`config.mk`:
```
export PLATFORM = sky130hd
export DESIGN_NAME = cmp_word_seq
export DESIGN_NICKNAME = d
export VERILOG_FILES = /design/src/rtl/cmp_word_seq.sv
export SDC_FILE = /design/constraint.sdc
export NUM_CORES = 1
export LEC_CHECK = 0
export BUFFER_PORTS_ARGS = -buffer_cell sky130_fd_sc_hd__buf_2
export CELL_PAD_IN_SITES_DETAIL_PLACEMENT = 1
export CELL_PAD_IN_SITES_GLOBAL_PLACEMENT = 1
export CORE_ASPECT_RATIO = 0.5
export CORE_MARGIN = 4
export CORE_UTILIZATION = 39
export DETAILED_ROUTE_END_ITERATION = 6
export PLACE_DENSITY = 0.74
export SETUP_SLACK_MARGIN = 0.2
export SLEW_MARGIN = 15
export SYNTH_ARGS = -nofsm -noshare
export SYNTH_HDL_FRONTEND = slang
export SYNTH_SLANG_ARGS = --single-unit
```
`constraint.sdc`:
```
create_clock -name i_clk -period 3.6 [get_ports i_clk]
set_clock_uncertainty 0.2 [all_clocks]
set_input_delay 0.36 -clock i_clk [delete_from_list [all_inputs] [get_ports i_clk]]
set_output_delay 0.36 -clock i_clk [all_outputs]
set_load 0.02 [all_outputs]
```
`src/rtl/cmp_word_seq.sv`:
```
// Sequential magnitude comparator: walks a WIDTH-bit operand pair MSB byte first
// through one shared 8-bit comparator. Optional macro CMP_SIGNED_EN selects two's complement.

module comparator_8bit (
  input  logic [7:0] a_i,
  input  logic [7:0] b_i,
  output logic       gt_o,
  output logic       eq_o,
  output logic       lt_o
);

  assign gt_o = (a_i > b_i);
  assign eq_o = (a_i == b_i);
  assign lt_o = (a_i < b_i);

endmodule

module cmp_word_seq #(
  parameter int WIDTH = 32
) (
  input  logic             i_clk,
  input  logic             i_reset,
  input  logic             i_start,
  input  logic [WIDTH-1:0] i_a,
  input  logic [WIDTH-1:0] i_b,
  output logic             o_busy,
  output logic             o_done,
  output logic             o_greater,
  output logic             o_equal,
  output logic             o_less
);

  localparam int NBYTES = WIDTH / 8;
  localparam int IDXW   = (NBYTES > 1) ? $clog2(NBYTES) : 1;
  localparam logic [IDXW-1:0] TOP_IDX = IDXW'(NBYTES - 1);

  typedef enum logic {IDLE, CMP} state_t;

  state_t           state_q;
  logic [IDXW-1:0]  idx_q;
  logic [WIDTH-1:0] a_q;
  logic [WIDTH-1:0] b_q;
  logic             busy_q;
  logic             done_q;
  logic             greater_q;
  logic             equal_q;
  logic             less_q;

  logic [7:0] byteA;
  logic [7:0] byteB;
  logic [7:0] cmpA;
  logic [7:0] cmpB;
  logic       cmpGt;
  logic       cmpEq;
  logic       cmpLt;

  assign byteA = a_q[{idx_q, 3'b000} +: 8];
  assign byteB = b_q[{idx_q, 3'b000} +: 8];

`ifdef CMP_SIGNED_EN
  // Flipping the sign bit of the top slice maps two's complement order onto unsigned order.
  logic flipSign;
  assign flipSign = (idx_q == TOP_IDX);
  assign cmpA = {byteA[7] ^ flipSign, byteA[6:0]};
  assign cmpB = {byteB[7] ^ flipSign, byteB[6:0]};
`else
  assign cmpA = byteA;
  assign cmpB = byteB;
`endif

  comparator_8bit uCmp (
    .a_i  (cmpA),
    .b_i  (cmpB),
    .gt_o (cmpGt),
    .eq_o (cmpEq),
    .lt_o (cmpLt)
  );

  always_ff @(posedge i_clk) begin
    if (i_reset) begin
      state_q   <= IDLE;
      idx_q     <= TOP_IDX;
      a_q       <= '0;
      b_q       <= '0;
      busy_q    <= 1'b0;
      done_q    <= 1'b0;
      greater_q <= 1'b0;
      equal_q   <= 1'b0;
      less_q    <= 1'b0;
    end else begin
      done_q <= 1'b0;
      unique case (state_q)
        IDLE: begin
          if (i_start) begin
            a_q     <= i_a;
            b_q     <= i_b;
            idx_q   <= TOP_IDX;
            busy_q  <= 1'b1;
            state_q <= CMP;
          end
        end
        CMP: begin
          if (!cmpEq) begin
            greater_q <= cmpGt;
            less_q    <= cmpLt;
            equal_q   <= 1'b0;
            done_q    <= 1'b1;
            busy_q    <= 1'b0;
            state_q   <= IDLE;
          end else if (idx_q == '0) begin
            greater_q <= 1'b0;
            less_q    <= 1'b0;
            equal_q   <= 1'b1;
            done_q    <= 1'b1;
            busy_q    <= 1'b0;
            state_q   <= IDLE;
          end else begin
            idx_q <= idx_q - IDXW'(1);
          end
        end
        default: state_q <= IDLE;
      endcase
    end
  end

  assign o_busy    = busy_q;
  assign o_done    = done_q;
  assign o_greater = greater_q;
  assign o_equal   = equal_q;
  assign o_less    = less_q;

endmodule

```
==> summary.md <==
| Metric | Value |
|---|---|
| CP arrival | `3.03 ns` |
| Required @ worst endpoint | `3.64 ns` |
| FP Rows | `22` |
| Slew Viols, Final | `0` |
| Yosys Warn Count | `0` |
| DRC Markers | `0` |
| Chip Height | `70.77 µm` |
| Total wire length | `8553 µm` |
| Initial antenna violation count | `0` |
| Routed Antenna Nets | `0` |
| Rel. slew slack | `39.97%` |
| Tcrit/Tclk final | `82.96%` |
| Share of cells above drive strength 1 | `26.06%` |
| Drt pass-1 iters | `4` |
| Fin worst setup slack | `0.6135 ns` |
| Synthesized flop and latch total | `72` |
| Largest net degree at the start of global routing | `66` |
| Worst setup EP type | `flip-flop` |
| H-tree levels | `3` |
| GR Util All Layers | `19.61%` |
| Flop pwr share | `44.0%` |
| Post_cts resized | `0` |
| Via count of the first global-routing pass | `2852` |
| Clock latency on the worst-skew pair | `0.34 ns` |
| Final Hold Viols | `0` |
| First-pass GRT wire length | `14550 µm` |
| Min cycle time layout | `2.987 ns` |
| Syn avg cell area | `8.560 µm²` |
| Post-CTS Repair Setup Buffers | `0` |
| Clock network fraction of total power | `44.2%` |
| Ys flop type | `dfxtp_1` |
| Hold crit path type | `in -> reg` |
| Fraction of the mapped netlist area in adder cells | `3.664%` |
| Netlist cell types | `24` |
| Maximum vdd drop | `0.2384 mV` |
| RSZ-0062 raised after global routing | `false` |
| Worst Hold Slack | `0.05795 ns` |
| Die X | `133.5 µm` |
| Nets | `497` |
| Clock root buffer | `clkbuf_16` |
| Number of synthesized flops with an enable pin | `0` |
| CTS sink cnt | `72` |
| P&R area growth vs syn | `23.98%` |
| Core Util, Final | `50.89%` |
| F_max | `0.3348 GHz` |
| Synth Area in Compound Gates | `13.11%` |
| Vias per Instance | `5.024` |
| Sw frac | `24.63%` |
| Mapped Cells | `359` |
| Wire length per cell | `16.02 µm` |
| Comb pwr share | `11.8%` |
| Largest family of logic cells by synthesized area | `simple AND/OR/NAND/NOR gates` |
| Mux share of post-synthesis cell area | `12.38%` |
| Status | `finished, final reports clean` |
| Final Setup Violations | `0` |
| Synth Cell Area | `0.003073 mm²` |
| Vias | `2683` |
| Core Footprint | `0.007487 mm²` |
| Max Cap Viol | `0` |
| Ports | `72` |
| Pleak | `1.619 nW` |
| P_int | `1.509 mW` |
| Number of antenna diodes | `0` |
| Xor/xnor share of the synthesized area | `0%` |
| TritonCTS clock tree | `done` |
| Die area | `0.009450 mm²` |
| IO Port Bufs | `71` |
| GRT Residual Overflow | `0` |
| Fin Setup TNS | `0 ns` |
| DR iter-0 viols | `190` |
| Sw Pwr | `0.4930 mW` |
| Worst Setup Path Type | `reg -> reg` |
| Cts hold-fix bufs | `0` |
| CTS Buf Count | `9` |
| Slew of the pin with the lowest slew margin | `0.9005 ns` |
| Clock-pin slew on the worst setup and hold paths | `0.06 ns` |
| CP max FO | `15` |
| Ys async rst share | `0%` |
| Routability cong. | `0.8121` |
| Dpl hpwl | `6050 µm` |
| Sequential element share of the synthesized area | `46.91%` |
| Deepest clock path buffer count | `2` |
| Crit path launch type | `flip-flop` |
| Initial Util | `41.04%` |
| Synth Net Count | `435` |
| Simple-Gate Fraction of Synth Area | `18.89%` |
| Pre-CTS setup slack | `0.6084 ns` |
| Pwr Density | `525.4 mW/mm²` |
[cells by family (layout without fill, tap and decap cells)]
family	after synthesis	in the layout
flops	72	72
mux	18	18
fa+ha+maj	9	9
compound gates	77	77
simple gates	147	147
buf+inv	36	103
[layer usage]
metal	vias up	share of wire, %	global-route usage (%)
met5	-	0	0
met4	0	1.3	5.929
met3	12	6.1	6.747
met2	68	45	30.34
met1	1270	47	26.19
li1	1333	-	-
[cell type report]
| type | instances | area (µm²) |
|---|---|---|
| fillers | 921 | 3677 |
| well taps | 108 | 135.1 |
| multi-input cells | 251 | 1491 |
| repair buffers | 77 | 400.4 |
| clock buffers | 14 | 294.0 |
| flip-flops and latches | 72 | 1441 |
| clock inverters | 2 | 10.01 |
| inverters | 10 | 37.54 |
[registers in the layout, indices dropped and copies added, names as in the netlist]
name	count
a_q	32
b_q	32
idx_q	2
o_busy	1
o_done	1
o_equal	1
o_greater	1
o_less	1
state_q	1
[cell usage in the layout, fill, tap and decap left out, drive strengths merged]
cell type,n
nand2,132
buf,77
dfxtp,72
a21oi,69
mux4,16
clkbuf,14
inv,10
ha,9
nor3,5
o21ai,3
nor2b,3
nor2,2
nand4,2
mux2i,2
clkinv,2
nand2b,1
o21a,1
nor3b,1
o211ai,1
a211oi,1
o41a,1
or4,1
o32ai,1
[power groups by stage]
stage          clock network [mW]  logic (mW)  registers, mW
2_1_floorplan                   0       0.156          0.887
3_3_place_gp                    0       0.221          0.897
3_5_place_dp                    0       0.236          0.897
4_1_cts                     0.897       0.239          0.881
5_1_grt                     0.941       0.268          0.887
6_report                    0.885       0.236          0.881
[cells in the mapped netlist, types with 2 or more instances]
master,number,share of area (%)
a21oi_1,69,11
buf_2,13,2.1
clkbuf_1,12,1.5
dfxtp_1,72,47
ha_1,9,3.7
inv_1,10,1.2
mux2i_1,2,0.65
mux4_2,16,12
nand2_1,132,16
nand4_1,2,0.41
nor2_1,2,0.24
nor2b_1,3,0.61
nor3_1,5,0.81
o21ai_0,2,0.33
[metrics by stage]
step | total power, mW | std cells | area [µm²]
floorplan | 1.043 | 359 | 3073
global placement | 1.119 | 518 | 3501
detailed placement | 1.132 | 518 | 3501
CTS | 2.017 | 534 | 3805
global route | 2.096 | 534 | 3810
finish | 2.002 | 534 | 3810
[final timing paths]
path,cells past startpoint,slack [ns],end,from
worst max-delay path,7,0.61,o_less,idx_q[1]
worst min-delay path,3,0.06,b_q[25],i_b[25]
worst max register to register,7,0.61,o_less,idx_q[1]
worst min register to register,2,0.26,a_q[23],a_q[23]
[critical path, stage by stage (launching register included)]
cell     delay, ns
dfxtp_1       0.82
mux4_2        0.62
inv_1         0.08
ha_1          0.22
nand4_1       0.17
o21ai_1       0.13
or4_1         0.50
o32ai_1       0.13
(Power assumes the default switching activity.)
